$ cat src/rtl/ctrl_pipe_pkg.sv
// ctrl_pipe_pkg -- shared constants and types for the control pipeline.
//
// Control word layout (CTRL_WIDTH = 17), packed {Ex, Mem, Wb}:
//   [16]    JumpLink
//   [15:13] BranchOperation
//   [12:9]  AluOperation
//   [8:7]   AluSourceSelector
//   [6:4]   MemoryOperation
//   [3]     MemWriteEn
//   [2]     MemReadEn
//   [1]     RegWriteEn
//   [0]     Mem2Reg
// The EX stage carries the whole word. MEM carries {Mem, Wb}. WB carries {Wb}.
package ctrl_pipe_pkg;

  localparam int EX_FIELD_WIDTH  = 10;
  localparam int MEM_FIELD_WIDTH = 5;
  localparam int WB_FIELD_WIDTH  = 2;

  localparam int CTRL_WIDTH     = EX_FIELD_WIDTH + MEM_FIELD_WIDTH + WB_FIELD_WIDTH;
  localparam int EX_CTRL_WIDTH  = CTRL_WIDTH;
  localparam int MEM_CTRL_WIDTH = MEM_FIELD_WIDTH + WB_FIELD_WIDTH;
  localparam int WB_CTRL_WIDTH  = WB_FIELD_WIDTH;

  localparam int BRANCH_OP_W = 3;
  localparam int ALU_OP_W    = 4;
  localparam int ALU_SRC_W   = 2;
  localparam int MEM_OP_W    = 3;

  localparam int OFF_JUMP_LINK = 16;
  localparam int OFF_BRANCH_OP = 13;
  localparam int OFF_ALU_OP    = 9;
  localparam int OFF_ALU_SRC   = 7;
  localparam int OFF_MEM_OP    = 4;
  localparam int OFF_MEM_WRITE = 3;
  localparam int OFF_MEM_READ  = 2;
  localparam int OFF_REG_WRITE = 1;
  localparam int OFF_MEM2REG   = 0;

  // Branch unit "no operation" code. It is non-zero, so a bubble is not all-zero.
  localparam logic [BRANCH_OP_W-1:0] BRU_NOP = 3'b010;

  typedef logic [CTRL_WIDTH-1:0] ctrl_word_t;

  typedef struct packed {
    logic                  valid;
    logic [CTRL_WIDTH-1:0] ctrl;
    logic [4:0]            rd;
  } ctrl_stage_t;

  typedef struct packed {
    logic                      valid;
    logic [MEM_CTRL_WIDTH-1:0] ctrl;
    logic [4:0]                rd;
  } mem_stage_t;

  typedef struct packed {
    logic                     valid;
    logic [WB_CTRL_WIDTH-1:0] ctrl;
    logic [4:0]               rd;
  } wb_stage_t;

  localparam ctrl_word_t  BUBBLE_CTRL = CTRL_WIDTH'(BRU_NOP) << OFF_BRANCH_OP;
  localparam ctrl_stage_t CTRL_BUBBLE = '{valid: 1'b0, ctrl: BUBBLE_CTRL, rd: 5'd0};
  localparam mem_stage_t  MEM_BUBBLE  = '{valid: 1'b0, ctrl: BUBBLE_CTRL[MEM_CTRL_WIDTH-1:0], rd: 5'd0};
  localparam wb_stage_t   WB_BUBBLE   = '{valid: 1'b0, ctrl: BUBBLE_CTRL[WB_CTRL_WIDTH-1:0], rd: 5'd0};

  // Register x0 is hard-wired to zero, so it never becomes a write target.
  function automatic ctrl_word_t strip_x0_write(ctrl_word_t c, logic [4:0] rd);
    ctrl_word_t r;
    r = c;
    if (rd == 5'd0) r[OFF_REG_WRITE] = 1'b0;
    return r;
  endfunction

endpackage

$ cat src/rtl/ctrl_pipe_if.sv
// ctrl_pipe_if -- ID-stage handshake bus into the control pipeline.
//   IdValid  : decode holds a valid control word
//   IdCtrl   : decoder control word {Ex, Mem, Wb}
//   IdRd     : destination register index
//   IdRs1/2  : source register indices
//   IdReady  : the word is consumed this cycle (driven by the pipeline)
interface ctrl_pipe_if;
  import ctrl_pipe_pkg::*;

  logic                  IdValid;
  logic [CTRL_WIDTH-1:0] IdCtrl;
  logic [4:0]            IdRd;
  logic [4:0]            IdRs1;
  logic [4:0]            IdRs2;
  logic                  IdReady;

  modport master (output IdValid, IdCtrl, IdRd, IdRs1, IdRs2, input IdReady);
  modport slave  (input IdValid, IdCtrl, IdRd, IdRs1, IdRs2, output IdReady);
endinterface

$ cat src/rtl/ctrl_hazard_unit.sv
// ctrl_hazard_unit -- load-use hazard comparator (combinational).
//   id_valid / id_rs1 / id_rs2 : instruction waiting in ID
//   ex_valid / ex_mem_read / ex_rd : instruction currently in EX
//   flush    : the ID word is being discarded, so it cannot cause a hazard
//   load_use : the ID word needs a load result that is not available yet
module ctrl_hazard_unit (
  input  logic       id_valid,
  input  logic [4:0] id_rs1,
  input  logic [4:0] id_rs2,
  input  logic       ex_valid,
  input  logic       ex_mem_read,
  input  logic [4:0] ex_rd,
  input  logic       flush,
  output logic       load_use
);
  logic src_match;

  assign src_match = (ex_rd == id_rs1) || (ex_rd == id_rs2);
  assign load_use  = id_valid && ex_valid && ex_mem_read && (ex_rd != 5'd0)
                     && src_match && !flush;
endmodule

$ cat src/rtl/ctrl_pipe.sv
// ctrl_pipe -- EX/MEM/WB control-word pipeline with load-use interlock.
//   clk, rst_n       : clock and synchronous active-low reset
//   id_if            : ID-stage handshake (slave side)
//   StallIn          : freezes every stage and RetireCount
//   Flush            : a taken branch or jump drops the ID word
//   Ex*/Mem*/Wb*     : registered stage contents {ctrl, valid, rd}
//   LoadUseStall     : a bubble is inserted for a load-use hazard (combinational)
//   RetireCount      : number of valid words that have left WB (wraps)
// Optional feature: define CTRL_PIPE_HAZARD_EN to build load-use detection.
module ctrl_pipe
  import ctrl_pipe_pkg::*;
(
  input  logic                      clk,
  input  logic                      rst_n,
  ctrl_pipe_if.slave                id_if,
  input  logic                      StallIn,
  input  logic                      Flush,
  output logic [EX_CTRL_WIDTH-1:0]  ExCtrl,
  output logic                      ExValid,
  output logic [4:0]                ExRd,
  output logic [MEM_CTRL_WIDTH-1:0] MemCtrl,
  output logic                      MemValid,
  output logic [4:0]                MemRd,
  output logic [WB_CTRL_WIDTH-1:0]  WbCtrl,
  output logic                      WbValid,
  output logic [4:0]                WbRd,
  output logic                      LoadUseStall,
  output logic [31:0]               RetireCount
);
  ctrl_stage_t ex_q, ex_d;
  mem_stage_t  mem_q, mem_d;
  wb_stage_t   wb_q, wb_d;
  logic [31:0] retire_q, retire_d;
  logic        advance;
  logic        hazard;
  logic        id_ready;
  logic        id_take;

  assign advance = ~StallIn;

`ifdef CTRL_PIPE_HAZARD_EN
  ctrl_hazard_unit u_hazard (
    .id_valid   (id_if.IdValid),
    .id_rs1     (id_if.IdRs1),
    .id_rs2     (id_if.IdRs2),
    .ex_valid   (ex_q.valid),
    .ex_mem_read(ex_q.ctrl[OFF_MEM_READ]),
    .ex_rd      (ex_q.rd),
    .flush      (Flush),
    .load_use   (hazard)
  );
`else
  // Source indices only matter to the hazard comparator.
  logic unused_rs;
  assign unused_rs = ^{id_if.IdRs1, id_if.IdRs2};
  assign hazard    = 1'b0;
`endif

  // Both handshake outputs are gated by reset so they read 0 during reset.
  assign id_ready     = rst_n && id_if.IdValid && advance && !hazard;
  assign LoadUseStall = rst_n && hazard;
  assign id_if.IdReady = id_ready;
  // A flushed word is still consumed (IdReady=1) but is not allowed into EX.
  assign id_take      = id_ready && !Flush;

  always_comb begin
    ex_d     = ex_q;
    mem_d    = mem_q;
    wb_d     = wb_q;
    retire_d = retire_q;
    if (advance) begin
      if (wb_q.valid) retire_d = retire_q + 32'd1;
      wb_d.valid  = mem_q.valid;
      wb_d.ctrl   = mem_q.ctrl[WB_CTRL_WIDTH-1:0];
      wb_d.rd     = mem_q.rd;
      mem_d.valid = ex_q.valid;
      mem_d.ctrl  = ex_q.ctrl[MEM_CTRL_WIDTH-1:0];
      mem_d.rd    = ex_q.rd;
      if (id_take) begin
        ex_d.valid = 1'b1;
        ex_d.ctrl  = strip_x0_write(id_if.IdCtrl, id_if.IdRd);
        ex_d.rd    = id_if.IdRd;
      end else begin
        ex_d = CTRL_BUBBLE;
      end
    end
  end

  always_ff @(posedge clk) begin
    if (!rst_n) begin
      ex_q     <= CTRL_BUBBLE;
      mem_q    <= MEM_BUBBLE;
      wb_q     <= WB_BUBBLE;
      retire_q <= 32'd0;
    end else begin
      ex_q     <= ex_d;
      mem_q    <= mem_d;
      wb_q     <= wb_d;
      retire_q <= retire_d;
    end
  end

  assign ExCtrl      = ex_q.ctrl;
  assign ExValid     = ex_q.valid;
  assign ExRd        = ex_q.rd;
  assign MemCtrl     = mem_q.ctrl;
  assign MemValid    = mem_q.valid;
  assign MemRd       = mem_q.rd;
  assign WbCtrl      = wb_q.ctrl;
  assign WbValid     = wb_q.valid;
  assign WbRd        = wb_q.rd;
  assign RetireCount = retire_q;
endmodule

$ cat src/flat_wrapper.sv
// flat-port wrapper written by rule: the top's interface ports become plain ports
module ctrl_pipe_flat import ctrl_pipe_pkg::*;
  (clk, rst_n, StallIn, Flush, ExCtrl, ExValid, ExRd, MemCtrl, MemValid, MemRd, WbCtrl, WbValid, WbRd, LoadUseStall, RetireCount, id_if_IdValid, id_if_IdCtrl, id_if_IdRd, id_if_IdRs1, id_if_IdRs2, id_if_IdReady);
  ctrl_pipe_if id_if_i ();
  input  logic clk;
  input  logic rst_n;
  input  logic StallIn;
  input  logic Flush;
  output logic [EX_CTRL_WIDTH-1:0] ExCtrl;
  output logic ExValid;
  output logic [4:0] ExRd;
  output logic [MEM_CTRL_WIDTH-1:0] MemCtrl;
  output logic MemValid;
  output logic [4:0] MemRd;
  output logic [WB_CTRL_WIDTH-1:0] WbCtrl;
  output logic WbValid;
  output logic [4:0] WbRd;
  output logic LoadUseStall;
  output logic [31:0] RetireCount;
  input wire logic [$bits(id_if_i.IdValid)-1:0] id_if_IdValid;
  input wire logic [$bits(id_if_i.IdCtrl)-1:0] id_if_IdCtrl;
  input wire logic [$bits(id_if_i.IdRd)-1:0] id_if_IdRd;
  input wire logic [$bits(id_if_i.IdRs1)-1:0] id_if_IdRs1;
  input wire logic [$bits(id_if_i.IdRs2)-1:0] id_if_IdRs2;
  output wire logic [$bits(id_if_i.IdReady)-1:0] id_if_IdReady;
  assign id_if_i.IdValid = id_if_IdValid;
  assign id_if_i.IdCtrl = id_if_IdCtrl;
  assign id_if_i.IdRd = id_if_IdRd;
  assign id_if_i.IdRs1 = id_if_IdRs1;
  assign id_if_i.IdRs2 = id_if_IdRs2;
  assign id_if_IdReady = id_if_i.IdReady;
  ctrl_pipe u_core (.clk(clk), .rst_n(rst_n), .id_if(id_if_i), .StallIn(StallIn), .Flush(Flush), .ExCtrl(ExCtrl), .ExValid(ExValid), .ExRd(ExRd), .MemCtrl(MemCtrl), .MemValid(MemValid), .MemRd(MemRd), .WbCtrl(WbCtrl), .WbValid(WbValid), .WbRd(WbRd), .LoadUseStall(LoadUseStall), .RetireCount(RetireCount));
endmodule
$ cat config.mk
export PLATFORM = sky130hd
export DESIGN_NAME = ctrl_pipe_flat
export DESIGN_NICKNAME = d
export VERILOG_FILES = /design/src/rtl/ctrl_pipe_pkg.sv /design/src/rtl/ctrl_pipe_if.sv /design/src/rtl/ctrl_hazard_unit.sv /design/src/rtl/ctrl_pipe.sv /design/src/flat_wrapper.sv
export SDC_FILE = /design/constraint.sdc
export NUM_CORES = 1
export LEC_CHECK = 0
export CAP_MARGIN = 40
export CORE_MARGIN = 4
export CORE_UTILIZATION = 38
export CTS_BUF_LIST = sky130_fd_sc_hd__clkbuf_8
export DETAILED_ROUTE_END_ITERATION = 7
export PLACE_DENSITY = 0.71
export SYNTH_ARGS = -nofsm -noshare
export SYNTH_HDL_FRONTEND = slang
export SYNTH_SLANG_ARGS = --single-unit
$ cat constraint.sdc
create_clock -name clk -period 3.8 [get_ports clk]
set_input_delay 0.76 -clock clk [delete_from_list [all_inputs] [get_ports clk]]
set_output_delay 0.76 -clock clk [all_outputs]
set_load 0.05 [all_outputs]
Yosys cells after proc, flatten, opt, wreduce, memory -nomap -nowiden
Cells that the tools add are included.

word-level totals
  bits of input ports = 37
  output and inout bits = 78
  logic and storage cells = 20
  bits in registers = 76

operators by class
  bitwise operators = 1
  reductions and logical operators = 6
  $add $sub $neg = 1
  mux-type cells = 2

operators with widths
  kind                     count
  $add A32 B1 Y32 const B  1
  $mux W23                 1
  $logic_not A5 Y1         1
  $logic_and A1 B1 Y1      3
  $reduce_and A2 Y1        1
  $logic_not A1 Y1         1
  $mux W1                  1
  $not A1 Y1               1

Logic depth before layout (Yosys ltp)
Gate-level depths: netlist (run 1).

  word-level depth = 4
  gate-level depth with buffers = 6
  gate-level depth less buffers = 5

Worst setup path before layout (run 1)
Ideal clock, no wire load.

  path kind = in2out
  from = input port StallIn
  to = output port id_if_IdReady
  path slack = 1.166 ns
  cell stages on the path = 3
  required time = 3.040 ns
  arrival = 1.874 ns
  buffers on the path = 2
  cells stage by stage = buf_1 -> clkbuf_1 -> nor2_1

on the way
  longest elaborated chain between the ends = 2

ends and longest elaborated chain
  what                         RTL line            RTL
  from (decl)                  flat_wrapper.sv:7   input logic StallIn;
  $not A1 Y1 (no source line)  -
  $logic_and A1 B1 Y1          ctrl_pipe.sv:60     assign id_ready = rst_n && id_if.IdValid && advance && !hazard;
  to (decl)                    flat_wrapper.sv:25  output wire logic [$bits(id_if_i.IdReady)-1:0] id_if_IdReady;

No other way between the ends.

Worst setup path after layout (run 1)
  from = input port rst_n
  to = output port id_if_IdReady

on the way
  longest elaborated chain between the ends = 2

ends and longest elaborated chain
  what                               RTL line           RTL
  from (decl)                        flat_wrapper.sv:6  input logic rst_n;
  $logic_and A1 B1 Y1 (2 in series)  ctrl_pipe.sv:60

No other way between the ends.

==> results.md, run 1 <==
* Status: finished clean
* Tot Pwr at 1.710 mW
* CP Capture Type: output pin
* Critical path type: in2out
* Total core area at 7727 um^2
* Final setup viols at 0
* Remaining DRCs at 0
* Htree depth at 3
* Routed Antenna Nets at 0
* Warnings from Yosys at 0
* Crit Path Max Fanout at 4
* Worst Skew at 0.01175 ns
* Unrepaired setup endpoints after global routing: false
* Hold-critical path depth at 2
* Hold Vio Cnt, Final at 0
* Setup_tns at 0 ns
* Vias in the first global route at 2601
* Grt peak-use layer: met2
* Worst Hold End: u_core.ExCtrl[1]
* CP Data Arrival Time at 2.37 ns
* Max_cap viols at 0
* Cell Rows at 32
* Total die area at 9425 um^2
* Static Leak at 1.508 nW
* # Post-CTS Setup Buffers at 0
* Ant diodes at 0
* Clock power share at 47.0%
* R2r startpoint: u_core.RetireCount[5]
* Switching Share at 21.24%
* Largest net degree at the start of global routing at 48
* Vias per cell at 5.182
* Clock Path Buffers at 2
* Most frequent cells in the layout: clkdlybuf4s50_1 (102), dfxtp_1 (76), nor2_1 (56), mux2i_1 (22), a22oi_1 (20)
* Register-to-Register Path Depth at 4
* GRT overflow at 0
* Crit Reg-Reg Endpoint: u_core.RetireCount[25]
* Flop pwr share at 47.0%
* Cell count after synthesis at 323
* Max Freq at 0.3194 GHz
* Avg WL per Cell at 14.51 um
* Most common cell after layout, fill and taps aside: clkdlybuf4s50_1
* Pwr dens at 390.3 nW/um^2
* Global-route met1 utilization at 20.00%
* GR Util met3 at 9.045%
* Sequential element share of the synthesized area at 50.46%
* Syn nets at 361
* Ys async rst share at 0%
* Worst-skew pair later-pin latency at 0.34 ns
* Worst endpoint required time at 3.04 ns
* CTS tree: built
* Initial Utilization at 39.02%
* Die height at 97.08 um
* Power Internal at 1.347 mW
* GPL Wtd Cong at 0.7217
* CTS resizes at 0
* Relative slew margins at 45.37%
* Max Slew Vio Count at 0
* Hold buffer count at CTS at 0
* Syn_area_per_cell at 9.336 um^2
* DP HPWL at 5.317 mm
* DRT iter0 DRCs at 115
* Port Buf Inserts at 103
* Area Overhead vs Synth at 45.27%
* Dominant synthesized flop cell: dfxtp_1
* Combinational share of power at 6.0%
* Yosys cell types at 36
* CTS root buffer: clkbuf_8
* Worst-margin pin slew at 0.8183 ns
* Clock sinks at 76
* Final wirelength at 7.660 mm
* CTS clk-pin slew, worst paths at 0.08 ns
* NetSw at 0.3632 mW
* I/O pins at 115
* Synth Register Bits at 76
* Hold wc startpoint: u_core.ExCtrl[1]
* Final period utilization at 82.38%
* Die width at 97.08 um
* Share of cells above drive strength 1 at 6.573%
* Total number of vias at 2736
* First-pass detailed-route iteration total at 4
* Initial antenna violation count at 0
* TritonCTS Buffers at 9
* Flop-to-flop setup slack at 1.47 ns
* Nets at 459
* Mapped Area at 3015 um^2
* Worst hold path class: reg2reg
* GRT met2 Usage at 24.63%
* Peak supply drop at 294.3 uV
* Total GRT Usage at 16.19%
* Number of synthesized flops with an enable pin at 0
* Number of fill cells at 658
* Critical Path Start Type: primary input
* Minimum clock period at 3.131 ns
* First-pass GRT wire length at 12.77 mm
-- worst max-delay path, cell delays in order --
cell and delay [ns]:
clkdlybuf4s50_1 0.56, nand2_1 0.13, nor2_1 0.11, clkdlybuf4s50_1 0.81
-- synthesized netlist by cell type, types with 3 or more instances --
library cell,number,share of area (%)
nor4_1,4,0.83
inv_1,5,0.62
nor3_1,3,0.50
mux2i_1,22,7.3
or4_1,17,4.2
nor2_1,56,7.0
or3_1,6,1.2
o31ai_1,13,3.2
nand2_1,10,1.2
a21oi_1,19,3.2
buf_1,5,0.62
a22oi_1,20,5.0
nand4_1,8,1.7
xor2_1,5,1.5
clkbuf_1,12,1.5
xnor2_1,8,2.3
dfxtp_1,76,50
o21ai_0,6,1.0
nand3_1,8,1.3
-- power by group through the flow --
stage | logic, mW | clock network, mW | registers, mW
floorplan | 0.0377 | 0 | 0.841
global placement | 0.102 | 0 | 0.823
detailed placement | 0.103 | 0 | 0.823
CTS | 0.103 | 0.822 | 0.804
global route | 0.108 | 0.859 | 0.805
finish | 0.102 | 0.803 | 0.804
-- per-layer routing --
metal  up-vias  part of all wire (%)
li1       1363                     -
met1      1283                    44
met2        84                    45
met3         6                    10
met4         0                  0.78
met5         -                     0
-- logic make-up after synthesis --
| family | Yosys count | synth area share, % |
|---|---|---|
| AOI/OAI and AO/OA | 60 | 12.90 |
| xor gates and xnor gates | 13 | 3.776 |
| adders and majority gates | 1 | 0.4149 |
| buffers and inverters | 25 | 3.527 |
| DFF | 76 | 50.46 |
| muxes | 22 | 7.303 |
| other | 1 | 0.1244 |
| and+or+nand+nor | 125 | 21.49 |
-- sequential cells by signal (all words and copies together), names as in the netlist --
register	cells
u_core.MemValid	1
u_core.WbCtrl	2
u_core.MemRd	5
u_core.ExCtrl	17
u_core.WbValid	1
u_core.ExRd	5
u_core.ExValid	1
u_core.MemCtrl	7
u_core.WbRd	5
u_core.RetireCount	32
-- worst max path at each step --
stage                       start       endpoint  slack [ns]  cells past startpoint
final                       rst_n  id_if_IdReady        0.67                      4
after global routing        rst_n  id_if_IdReady        0.60                      4
after CTS                   rst_n  id_if_IdReady        0.66                      4
after detailed placement    rst_n  id_if_IdReady        0.67                      4
after global placement      rst_n  id_if_IdReady        0.70                      4
after floorplan           StallIn  id_if_IdReady        1.17                      3
-- metrics by stage --
stage / cells / cell area, um^2 / setup WS (ns) / hold slack [ns] / util (%)
after CTS: 528 / 4380 / 0.6589 / 0.4881 / 56.69
final: 528 / 4380 / 0.6694 / 0.4890 / 56.69
after floorplan: 323 / 3015 / 1.166 / 0.7001 / -
after global placement: 512 / 4116 / 0.7000 / 0.4704 / 53.27
after global routing: 528 / 4380 / 0.6045 / 0.5432 / 56.69
after detailed placement: 512 / 4116 / 0.6728 / 0.4805 / 53.27
-- area by class of cell --
type                    count  area [um^2]  share of cell area [%]
clock inverters             7        140.1                   3.199
well taps                 102        127.6                   2.913
multi-input cells         222         1393                   31.79
clock buffers               9        123.9                   2.828
flip-flops and latches     76         1521                   34.73
inverters                   5        18.77                  0.4284
repair buffers            107         1056                   24.11
(Power assumes the default switching activity.)
==> inputs of run 2 (changes only) <==
--- a/config.mk
+++ b/config.mk
@@ -10,7 +10,7 @@
 export CORE_UTILIZATION = 38
 export CTS_BUF_LIST = sky130_fd_sc_hd__clkbuf_8
 export DETAILED_ROUTE_END_ITERATION = 7
-export PLACE_DENSITY = 0.71
+export PLACE_DENSITY = 0.74
 export SYNTH_ARGS = -nofsm -noshare
 export SYNTH_HDL_FRONTEND = slang
 export SYNTH_SLANG_ARGS = --single-unit
==> constraint.sdc (replaced) <==
create_clock -name clk -period 2.7 [get_ports clk]
set_input_delay 0.54 -clock clk [delete_from_list [all_inputs] [get_ports clk]]
set_output_delay 0.54 -clock clk [all_outputs]
set_load 0.05 [all_outputs]
==> run 2 against run 1 <==
Effect of this change: worst setup slack got worse by 0.25 ns; cell count increased by 0.76%; sequential share of layout area increased by 0.25 points; global-route usage about the same.
==> results.md, run 2 (same netlist as run 1, synthesis figures left out) <==
* Routed Antenna Nets at 0 (unchanged)
* First-pass GRT wire length at 12.61 mm (-1.3%)
* Largest net degree at the start of global routing at 42 (-13%)
* Max FFs per register at 32 (unchanged)
* Area after DPL at 4169 um^2 (+1.3%)
* Static Leak at 1.497 nW (-0.77%)
* Max Freq at 0.4377 GHz
* Worst Slack Setup Final at 0.4151 ns (-0.2544 ns)
* R2r startpoint: u_core.RetireCount[5]
* CP Data Arrival Time at 2.58 ns (+0.21 ns)
* CTS resizes at 0 (unchanged)
* Vias per cell at 5.203 (+0.41%)
* NetSw at 0.5437 mW (+50%)
* Setup_tns at 0 ns (unchanged)
* GPL Wtd Cong at 0.7826 (+8.4%)
* Area Overhead vs Synth at 44.23%
* Max Slew Vio Count at 0 (unchanged)
* Most frequent cells in the layout: clkdlybuf4s50_1 (101), dfxtp_1 (76), nor2_1 (56), mux2i_1 (22), a22oi_1 (20)
* Worst-skew pair later-pin latency at 0.35 ns (about the same)
* Worst endpoint required time at 2.99 ns (-0.05 ns)
* Crit path to: u_core.RetireCount[31]
* First-pass detailed-route iteration total at 4 (unchanged)
* Critical path type: reg2reg
* Worst Skew at 0.01378 ns (+0.002024 ns)
* Final wirelength at 7.720 mm (+0.78%)
* Clock Path Buffers at 2 (unchanged)
* CP Launch Point: u_core.RetireCount[5]
* Vias in the first global route at 2640 (+1.5%)
* Nets at 463 (+0.87%)
* Most common cell after layout, fill and taps aside: clkdlybuf4s50_1
* CP Capture Type: flip-flop
* GRT overflow at 0 (unchanged)
* Initial antenna violation count at 0 (unchanged)
* Clock sinks at 76 (unchanged)
* Total GRT Usage at 16.22% (+0.028 points)
* Peak supply drop at 297.7 uV (+1.1%)
* Pre-CTS setup slack at 0.4205 ns (-0.2523 ns)
* Share of cells above drive strength 1 at 7.907% (+1.3 points)
* Remaining DRCs at 0 (unchanged)
* DRT iter0 DRCs at 89 (-23%)
* Total die area at 9425 um^2 (unchanged)
* CTS clk-pin slew, worst paths at 0.09 ns (about the same)
* Minimum clock period at 2.285 ns
* Final period utilization at 84.63%
* Cell Rows at 32 (unchanged)
* Initial Utilization at 39.02% (unchanged)
* Critical Path Start Type: flip-flop
* Fin area at 4349 um^2 (-0.71%)
* Hold Vio Cnt, Final at 0 (unchanged)
* Clock power share at 38.4% (-8.6 points)
* Power Internal at 1.540 mW (+14%)
* Ant diodes at 0 (unchanged)
* CTS tree: built
* Flop-to-flop setup slack at 0.42 ns (-1.05 ns)
* Status: finished clean
* Worst hold path class: reg2reg
* TritonCTS Buffers at 9 (unchanged)
* DP HPWL at 5.427 mm (+2.1%)
* I/O pins at 115 (unchanged)
* Die width at 97.08 um (unchanged)
* Flop pwr share at 54.4% (+7.4 points)
* Tot Pwr at 2.084 mW (+22%)
* Avg WL per Cell at 14.51 um (about the same)
* Fin util at 56.28% (-0.40 points)
* Total core area at 7727 um^2 (unchanged)
* Hold buffer count at CTS at 0 (unchanged)
* Switching Share at 26.10% (+4.9 points)
* Register-to-Register Path Depth at 4 (unchanged)
* Worst-margin pin slew at 0.5470 ns (-0.2712 ns)
* # Post-CTS Setup Buffers at 0 (unchanged)
* Unrepaired setup endpoints after global routing: false
* Port Buf Inserts at 103 (unchanged)
* Final setup viols at 0 (unchanged)
* Crit Path Max Fanout at 20 (+16)
* Pwr dens at 479.1 nW/um^2 (+23%)
* Number of fill cells at 691 (+5.0%)
* Combinational share of power at 7.2% (+1.2 points)
* Crit Reg-Reg Endpoint: u_core.RetireCount[31]
* Relative slew margins at 63.53% (+18 points)
* Max_cap viols at 0 (unchanged)
* Die height at 97.08 um (unchanged)
* Total number of vias at 2768 (+1.2%)
* CTS root buffer: clkbuf_8
* Htree depth at 3 (unchanged)
-- run 2: metrics by stage --
step,hold slack [ns],instances
2_1_floorplan,0.6162,323
3_3_place_gp,0.4690,516
3_5_place_dp,0.4722,516
4_1_cts,0.4862,532
5_1_grt,0.5163,532
6_report,0.4836,532
-- run 2: layout make-up --
| class | instances | area (um^2) | share of cell area [%] |
|---|---|---|---|
| Timing Repair Buffer | 111 | 1109 | 25.49 |
| Sequential cell | 76 | 1521 | 34.98 |
| Clock buffer | 9 | 123.9 | 2.848 |
| Tap cell | 102 | 127.6 | 2.934 |
| Inverter | 5 | 18.77 | 0.4315 |
| Clock inverter | 7 | 56.30 | 1.295 |
| Multi-Input combinational cell | 222 | 1393 | 32.02 |
-- run 2: worst max-delay path, cell delays in order, from the launching register on --
cell and delay [ns]:
dfxtp_1 0.45, nand4_2 0.21, or4_1 0.85, or4_1 0.59, a21oi_1 0.14
-- run 2: power by group through the flow --
| stage | logic, mW | clock network (mW) | registers, mW |
|---|---|---|---|
| floorplan | 0.0530 | 0 | 1.18 |
| detailed placement | 0.150 | 0 | 1.16 |
| finish | 0.151 | 0.800 | 1.13 |
| global route | 0.160 | 0.878 | 1.13 |
| global placement | 0.149 | 0 | 1.16 |
| CTS | 0.152 | 0.822 | 1.13 |
-- run 2: worst min path at each step --
stage | start | endpoint | slack (ns) | cells past startpoint
2_1_floorplan | rst_n | u_core.ExCtrl[14] | 0.62 | 1
3_3_place_gp | u_core.RetireCount[31] | u_core.RetireCount[31] | 0.47 | 2
3_5_place_dp | u_core.RetireCount[31] | u_core.RetireCount[31] | 0.47 | 2
4_1_cts | u_core.RetireCount[31] | u_core.RetireCount[31] | 0.49 | 2
5_1_grt | u_core.RetireCount[31] | u_core.RetireCount[31] | 0.52 | 2
6_report | u_core.RetireCount[31] | u_core.RetireCount[31] | 0.48 | 2
-- run 2: routing by layer --
| layer | track usage [%] | vias to the layer above | part of all wire [%] |
|---|---|---|---|
| li1 | - | 1373 | - |
| met1 | 19.54 | 1289 | 43 |
| met2 | 25.11 | 97 | 45 |
| met3 | 7.681 | 9 | 11 |
| met4 | 6.156 | 0 | 1.4 |
| met5 | 0 | - | 0 |
